--- config.mk ---
export PLATFORM = sky130hd
export DESIGN_NAME = branch_update_unit
export DESIGN_NICKNAME = d
export VERILOG_FILES = /design/src/rtl/branch_update_unit.sv
export SDC_FILE = /design/constraint.sdc
export NUM_CORES = 1
export LEC_CHECK = 0
export BUFFER_PORTS_ARGS = -buffer_cell sky130_fd_sc_hd__buf_2
export CAP_MARGIN = 20
export CELL_PAD_IN_SITES_DETAIL_PLACEMENT = 2
export CELL_PAD_IN_SITES_GLOBAL_PLACEMENT = 2
export CORE_MARGIN = 1.5
export CORE_UTILIZATION = 27
export DETAILED_ROUTE_END_ITERATION = 10
export GPL_TIMING_DRIVEN = 0
export PLACE_DENSITY_LB_ADDON = 0.1
export REMOVE_ABC_BUFFERS = 1
export SYNTH_ARGS = -nofsm -noshare
export SYNTH_HDL_FRONTEND = slang
export SYNTH_SLANG_ARGS = --single-unit
--- constraint.sdc ---
create_clock -name clk -period 2 [get_ports clk]
set_clock_uncertainty 0.1 [all_clocks]
set_input_delay 0 -clock clk [delete_from_list [all_inputs] [get_ports clk]]
set_output_delay 0 -clock clk [all_outputs]
set_load 0.02 [all_outputs]
--- src/rtl/branch_update_unit.sv ---
// Branch resolution and predictor-table update unit: flags mispredicts from EX results
// and read-modify-writes the pattern-history and info/target tables, one update per cycle.
module branch_update_unit #(
    parameter int ADDR_WIDTH = 32,
    parameter int HASH_DEPTH = 5,
    parameter int PARA_WIDTH = 10,
    parameter int CNT_WIDTH  = 32
) (
    input  logic                  clk,
    input  logic                  rstn,
    input  logic                  ex_in_vld,
    input  logic [ADDR_WIDTH-1:0] ex_pc,
    input  logic                  ex_br,
    input  logic                  ex_cond,
    input  logic                  ex_taken,
    input  logic [ADDR_WIDTH-1:0] ex_target,
    input  logic                  ex_pred_taken,
    input  logic [ADDR_WIDTH-1:0] ex_pred_target,
    output logic [HASH_DEPTH-1:0] past_raddr,
    input  logic [PARA_WIDTH-1:0] past_rdata1,
    input  logic [PARA_WIDTH-1:0] past_rdata2,
    input  logic                  past_rvld1,
    input  logic                  past_rvld2,
    output logic                  past_we,
    output logic [HASH_DEPTH-1:0] past_waddr,
    output logic                  past_wslot,
    output logic [PARA_WIDTH-1:0] past_wdata,
    output logic                  info_we,
    output logic [HASH_DEPTH-1:0] info_waddr,
    output logic                  info_wslot,
    output logic [ADDR_WIDTH-1:0] info_wdata,
    output logic                  ex_vld,
    output logic                  ex_wrong,
    output logic [ADDR_WIDTH-1:0] redirect_pc,
    output logic [CNT_WIDTH-1:0]  br_cnt,
    output logic [CNT_WIDTH-1:0]  miss_cnt
);

    // Entry used when the table slot is not valid yet: h=00, every counter weakly not-taken.
    localparam logic [PARA_WIDTH-1:0] COLD_ENTRY = PARA_WIDTH'(10'b00_01_01_01_01);

    logic                  acc;
    logic                  wrong_a;
    logic [HASH_DEPTH-1:0] a_idx;

    logic [HASH_DEPTH-1:0] b_idx;
    logic                  b_slot;
    logic                  b_cond;
    logic                  b_taken;
    logic [ADDR_WIDTH-3:0] b_tgt;

    logic                  fwd_vld;
    logic [PARA_WIDTH-1:0] fwd_data;

    logic [PARA_WIDTH-1:0] sel_d;
    logic                  sel_v;
    logic [PARA_WIDTH-1:0] cur_e;
    logic [PARA_WIDTH-1:0] new_e;
    logic [1:0]            h;
    logic [1:0]            cur_c;
    logic [1:0]            nxt_c;

    // Inputs arriving while a mispredict is being reported are wrong-path and dropped.
    assign acc        = ex_in_vld & ex_br & ~ex_wrong;
    assign wrong_a    = (ex_pred_taken != ex_taken) | (ex_taken & (ex_pred_target != ex_target));
    assign a_idx      = ex_pc[HASH_DEPTH+2:3];
    assign past_raddr = a_idx;

    always_comb begin
        sel_d = b_slot ? past_rdata2 : past_rdata1;
        sel_v = b_slot ? past_rvld2  : past_rvld1;
        if (fwd_vld)
            cur_e = fwd_data;
        else if (sel_v)
            cur_e = sel_d;
        else
            cur_e = COLD_ENTRY;

        h     = cur_e[9:8];
        cur_c = 2'b00;
        for (int k = 0; k < 4; k++)
            if (h == 2'(k)) cur_c = cur_e[2*k +: 2];

        if (b_taken)
            nxt_c = (cur_c == 2'b11) ? cur_c : cur_c + 2'd1;
        else
            nxt_c = (cur_c == 2'b00) ? cur_c : cur_c - 2'd1;

        new_e = cur_e;
        for (int k = 0; k < 4; k++)
            if (h == 2'(k)) new_e[2*k +: 2] = nxt_c;
        new_e[9:8] = {h[0], b_taken};
    end

    assign past_we    = ex_vld & b_cond;
    assign past_waddr = past_we ? b_idx : '0;
    assign past_wslot = past_we & b_slot;
    assign past_wdata = past_we ? new_e : '0;

    // Conditional branches mark the info entry valid (bit0) since the history entry is written too.
    assign info_we    = ex_vld & b_taken;
    assign info_waddr = info_we ? b_idx : '0;
    assign info_wslot = info_we & b_slot;
    assign info_wdata = info_we ? {b_tgt, ~b_cond, b_cond} : '0;

    always_ff @(posedge clk or negedge rstn) begin
        if (!rstn) begin
            ex_vld      <= 1'b0;
            ex_wrong    <= 1'b0;
            redirect_pc <= '0;
            b_idx       <= '0;
            b_slot      <= 1'b0;
            b_cond      <= 1'b0;
            b_taken     <= 1'b0;
            b_tgt       <= '0;
            fwd_vld     <= 1'b0;
            fwd_data    <= '0;
            br_cnt      <= '0;
            miss_cnt    <= '0;
        end else begin
            ex_vld   <= acc;
            ex_wrong <= acc & wrong_a;
            if (acc) begin
                b_idx       <= a_idx;
                b_slot      <= ex_pc[2];
                b_cond      <= ex_cond;
                b_taken     <= ex_taken;
                b_tgt       <= ex_target[ADDR_WIDTH-1:2];
                redirect_pc <= ex_taken ? ex_target : ex_pc + ADDR_WIDTH'(4);
            end
            // The table returns stale data when read and written in the same cycle, so carry the write.
            fwd_vld  <= acc & past_we & (a_idx == b_idx) & (ex_pc[2] == b_slot);
            fwd_data <= new_e;
            if (ex_vld && !(&br_cnt))
                br_cnt <= br_cnt + CNT_WIDTH'(1);
            if (ex_wrong && !(&miss_cnt))
                miss_cnt <= miss_cnt + CNT_WIDTH'(1);
        end
    end

endmodule

==> results of run 1 <==
## flip-flops by register name, summed over array words and instances, names as in the netlist
register,count
redirect_pc,32
b_cond,1
fwd_data,10
b_idx,5
b_slot,1
fwd_vld,1
ex_vld,1
b_tgt,30
miss_cnt,32
ex_wrong,1
b_taken,1
br_cnt,32
## final cells by class
class                           instances  area [µm²]
Fill cell                            3319       17100
Tap cell                              390         488
Timing Repair Buffer                  461        3170
Clock inverter                         12         133
Multi-Input combinational cell        679        4610
Sequential cell                       147        3710
Clock buffer                           19         443
Inverter                               15        68.8
Antenna cell                            2        5.00
## cells in the mapped netlist, types with 11 or more instances
master,number,area share [%]
a21oi_1,29,1.8
and2_1,13,0.99
and3_1,64,4.9
and4_1,11,1.2
clkbuf_1,33,1.5
dfrtp_1,147,45
inv_1,14,0.64
mux2i_1,13,1.6
nand2_1,157,7.2
nand3_1,41,2.5
nand4_1,33,2.5
nor2_1,36,1.6
nor3_1,27,1.6
nor4_1,19,1.5
o21ai_0,26,1.6
o22ai_1,12,0.92
xnor2_1,51,5.5
xor2_1,71,7.6
## stage by stage
stage | setup TNS (ns) | power, mW | util, % | instances
finish | -3.52 | 9.40 | 42.5 | 1725
global route | -4.74 | 9.92 | 42.5 | 1724
CTS | -4.80 | 9.34 | 40.8 | 1689
detailed placement | -50.75 | 5.63 | 33.6 | 1517
global placement | -490.14 | 5.53 | 33.1 | 1512
floorplan | -56.83 | 4.65 | - | 839
## power breakdown
part           leakage [nW]  internal, mW  switching [mW]
Clock                 0.264          1.87            1.39
Combinational          4.17          1.05            1.42
Sequential             1.86          3.35           0.329
Total                  6.30          6.26            3.14
## what timing repair did
item	in CTS	in global routing
gates cloned	3	1
endpoints found under the setup margin	135	71
hold buffers	90	0
pin swaps	29	34
hold endpoints to repair	226	0
gates resized for setup	73	61
buffers inserted	49	35
## critical path, stage by stage (launching register included)
cell and delay (ns):
dfrtp_2 0.46, and3b_2 0.32, buf_6 0.15, a221o_1 0.40, o21ai_1 0.19, a31oi_2 0.13, and2_4 0.18, buf_6 0.12
## worst max-delay path by stage
stage | start | to | slack [ns] | cells after the start
floorplan | ex_wrong$_DFF_PN0_ | redirect_pc[14]$_DFFE_PN0P_ | -1.10 | 5
global placement | ex_wrong$_DFF_PN0_ | redirect_pc[23]$_DFFE_PN0P_ | -2.93 | 5
detailed placement | ex_wrong$_DFF_PN0_ | redirect_pc[23]$_DFFE_PN0P_ | -0.74 | 7
CTS | fwd_vld$_DFF_PN0_ | past_wdata[7] | -0.44 | 8
global route | b_slot$_DFFE_PN0P_ | past_wdata[6] | -0.56 | 7
finish | b_slot$_DFFE_PN0P_ | past_wdata[6] | -0.50 | 7
## cell families (layout without fill, tap and decap cells)
kind of cell	Yosys count	count (layout)	synth area share, %
mux	15	15	1.86
other cells	0	2	0
simple gates	437	439	27.8
flops	147	147	44.9
buf+inv	69	507	3.80
xor+xnor	122	122	13.0
fa+ha+maj	3	3	0.458
compound gates	100	100	8.16
## per-layer routing
layer	vias up	global-route usage [%]
li1	3985	-
met1	4286	26.3
met2	205	38.1
met3	50	6.31
met4	12	6.39
met5	-	0
==> results.cfg, run 1 <==
[clock_network]
clkSinkCount = 147
clk_pin_slew_ns = 0.07
clk_latency_ns = 0.43
cts_tree = yes
cts_htree_levels = 4
clk_path_buf_depth = 2
root_buffer = clkbuf_16
numCtsBuffers = 17

[route]
wl_met2_um = 17600
wirelength_um = 35100
wl_per_cell_um = 20.3
drt-initial-drc-count = 239
vias = 8538
dr.max_layer_used = met5
drt_pre_antenna_iters = 4
wl_met3_um = 2060
drt-vias-per-instance = 4.95
wl_met1_um = 14600
drc_errors = 0
ant_nets = 0

[flow_run]
max_cap_viol_count = 0

[status]
violations = hold timing, setup timing
outcome = finished with violations

[placement]
routabilityCongestion = 0.736
pre_cts_slack_ns = -0.744
numPortBuffers = 283
place_area_um2 = 9970
dpl.hpwl_um = 22400

[critical_path]
end_kind = primary output
ff2ff_setup_slack_ns = -0.04
crit_path_start_kind = flop
arrival_ns = 2.40
r2r_cells = 6
rr_startpoint = miss_cnt[1]$_DFFE_PN0P_
cp.required_ns = 1.90
r2r-end = miss_cnt[1]$_DFFE_PN0P_
crit_type = reg2out
worstPathMaxFanout = 7

[timing]
max-slew-margin-rel_pct = 27.6
holdWs_ns = -0.0177
post-route-period-util_pct = 125
worst_slew_pin_slew_ns = 1.09
rsz0062_at_grt = yes
min_period_ns = 2.50
setup_slack_ns = -0.503
slew_violations = 0
fmaxAchievable_mhz = 400
final-hold-violation-count = 11
setup_viol = 11

[grt]
grt-ovfl-total = 0
grt_max_degree = 90
grt_antenna_before_repair = 9
grt_pass1_vias = 9267
grt_pass1_wl_um = 53100
grtUsageTotal_pct = 22.0

[final_layout]
layout-drive-gt1-share_pct = 38.5
final_cell_mix = buf_2 (276), nand2_1 (155), dfrtp_1 (125)
final_net_count = 1449
design_area_um2 = 12600
layout_commonest_cell = buf_2
area_growth_syn_to_layout_pct = 54.1

[synthesis]
yosysSeqAreaShare_pct = 44.9
syn_inst = 893
async_reset_ff_share_pct = 100
syn_avg_cell_area_um2 = 9.17
synth-seq-cells = 147
synth.distinct_cells = 62
synth_flop_cell = dfrtp_1
syn_area_um2 = 8190
synth_edf_count = 0
ys_warn_count = 0

[die]
die_area_um2 = 31400
boundaryPins = 284
start_util_pct = 27.6
rows = 63
die_y_um = 177
die_w_um = 177
coreArea_um2 = 29700

[worst_hold_path]
hp-class = in2async

[power]
power_density_nw_per_um2 = 745
irDropWorstVdd_mv = 0.616
p_leak_nw = 6.30
No activity file was read; power rests on OpenSTA's default activity.
==> run 2, diff against run 1 <==
- CTS_BUF_LIST: not set -> sky130_fd_sc_hd__clkbuf_8
==> run 2 against run 1 <==
Compared with the run above: the flow finishes with violations (setup timing); first-iteration DRC count rose by 7.1%; wire length rose by 2.1%; count of clock-buffer cells in the layout fell by 1; critical path depth fell by 1; combinational power barely moved; sequential power barely moved.
==> results.cfg, run 2 (synthesized netlist as in run 1, its figures left out) <==
[die]
die_w_um = 177
coreArea_um2 = 29700
boundaryPins = 284
start_util_pct = 27.6
die_y_um = 177
die_area_um2 = 31400
rows = 63

[route]
ant_nets = 0
wl_per_cell_um = 20.8
drc_errors = 0
vias = 8591
drt_pre_antenna_iters = 4
drt-vias-per-instance = 4.99
drt-initial-drc-count = 256
wirelength_um = 35800

[final_layout]
layout-drive-gt1-share_pct = 38.8
multiInputGateArea_um2 = 4800
top_regs = br_cnt x32, miss_cnt x32, redirect_pc x32
fillers = 3305
final_net_count = 1447
ff_latch_area_um2 = 3710
layout_commonest_cell = buf_2
instances_no_fill = 1723
area_growth_syn_to_layout_pct = 54.6
final_cell_mix = buf_2 (274), nand2_1 (153), dfrtp_1 (129)

[power]
p_leak_nw = 6.37
clkPwrFrac_pct = 28.3
swShare_pct = 35.9
total_power_mw = 8.59
combPwrFrac_pct = 28.8
p_switching_mw = 3.09
irDropWorstVdd_mv = 0.342
pwr-share-seq_pct = 42.8
p_int_mw = 5.50
power_density_nw_per_um2 = 678

[placement]
placedCellCount = 1517
pre_cts_slack_ns = -0.744
routabilityCongestion = 0.736
dpl.hpwl_um = 22400
numPortBuffers = 283

[timing]
rsz0062_at_grt = yes
min_period_ns = 2.51
final-hold-violation-count = 0
setup_slack_ns = -0.514
post-route-period-util_pct = 126
max-slew-margin-rel_pct = 25.9
setup_viol = 27
worst_slew_pin_slew_ns = 1.11
fmaxAchievable_mhz = 398
slew_violations = 0

[grt]
grtUsageTotal_pct = 22.3
grt-ovfl-total = 0
grt_pass1_vias = 9345
grt_pass1_wl_um = 54000
grt_antenna_before_repair = 8
grt_max_degree = 90

[critical_path]
r2r_cells = 6
crit_path_start_kind = flop
worstPathMaxFanout = 7
crit_type = reg2out
r2r-end = miss_cnt[1]$_DFFE_PN0P_
ff2ff_setup_slack_ns = -0.17
end_kind = primary output
cp.required_ns = 1.90
rr_startpoint = miss_cnt[0]$_DFFE_PN0P_
arrival_ns = 2.41

[clock_network]
clk_path_buf_depth = 2
cts_tree = yes
clk_pin_slew_ns = 0.09
cts_htree_levels = 4
numCtsBuffers = 17
clk_latency_ns = 0.46
clkSinkCount = 147
root_buffer = clkbuf_8

[worst_hold_path]
min_from = ex_pc[6]
min_path_cells = 5
hold_path_end = fwd_vld$_DFF_PN0_
hp-class = in2reg

[flow_run]
max_cap_viol_count = 0

[status]
outcome = finished with violations
violations = setup timing
## run 2: power by group through the flow
stage / logic, mW / registers, mW / clock network (mW)
6_report: 2.48 / 3.68 / 2.43
5_1_grt: 2.70 / 3.74 / 2.64
4_1_cts: 2.36 / 3.67 / 2.51
3_5_place_dp: 1.90 / 3.73 / 0
3_3_place_gp: 1.78 / 3.75 / 0
2_1_floorplan: 0.730 / 3.92 / 0
## run 2: how the worst max path moves through the flow
stage / start / end / cells after the start
finish: fwd_vld$_DFF_PN0_ / past_wdata[0] / 6
global route: fwd_vld$_DFF_PN0_ / past_wdata[5] / 8
CTS: b_slot$_DFFE_PN0P_ / past_wdata[5] / 7
detailed placement: ex_wrong$_DFF_PN0_ / redirect_pc[23]$_DFFE_PN0P_ / 7
global placement: ex_wrong$_DFF_PN0_ / redirect_pc[23]$_DFFE_PN0P_ / 5
floorplan: ex_wrong$_DFF_PN0_ / redirect_pc[14]$_DFFE_PN0P_ / 5
## run 2: worst max-delay path: stages (launching register included)
cell and delay [ns]:
dfrtp_4 0.53, or3b_4 0.49, o22ai_2 0.14, nor2_2 0.10, or3_4 0.35, a31oi_4 0.20
buf_6 0.14
## run 2: per-layer routing
| layer | track usage [%] | vias up | wire [µm] |
|---|---|---|---|
| li1 | - | 3979 | - |
| met1 | 27.1 | 4331 | 14900 |
| met2 | 38.0 | 220 | 17800 |
| met3 | 6.16 | 49 | 2280 |
| met4 | 6.96 | 12 | 744 |
| met5 | 0 | - | 71 |
## run 2: cell type report
| class | instances | share of cell area, % |
|---|---|---|
| Sequential cell | 147 | 29.3 |
| Antenna cell | 2 | 0.0395 |
| Inverter | 15 | 0.543 |
| Multi-Input combinational cell | 679 | 37.9 |
| Clock inverter | 13 | 1.08 |
| Tap cell | 390 | 3.85 |
| Clock buffer | 18 | 1.96 |
| Timing Repair Buffer | 459 | 25.3 |
## run 2: through the flow
| step | TNS (ns) | utilization [%] | cell area, µm² | hold WS, ns |
|---|---|---|---|---|
| 6_report | -5.17 | 42.6 | 12700 | 0.00338 |
| 5_1_grt | -8.48 | 42.6 | 12700 | 0.0381 |
| 4_1_cts | -4.93 | 40.5 | 12000 | 0.00219 |
| 3_5_place_dp | -50.75 | 33.6 | 9970 | -0.119 |
| 3_3_place_gp | -490.14 | 33.1 | 9840 | 0.0957 |
| 2_1_floorplan | -56.83 | - | 7940 | -0.396 |
## run 2: what timing repair did
item / 4_1_cts / 5_1_grt
gates cloned: 3 / 2
pin swaps: 32 / 46
resized for setup: 79 / 90
setup buffers: 58 / 19
setup endpoints to repair: 136 / 70
endpoints found under the hold margin: 227 / 0
hold buffers: 93 / 0
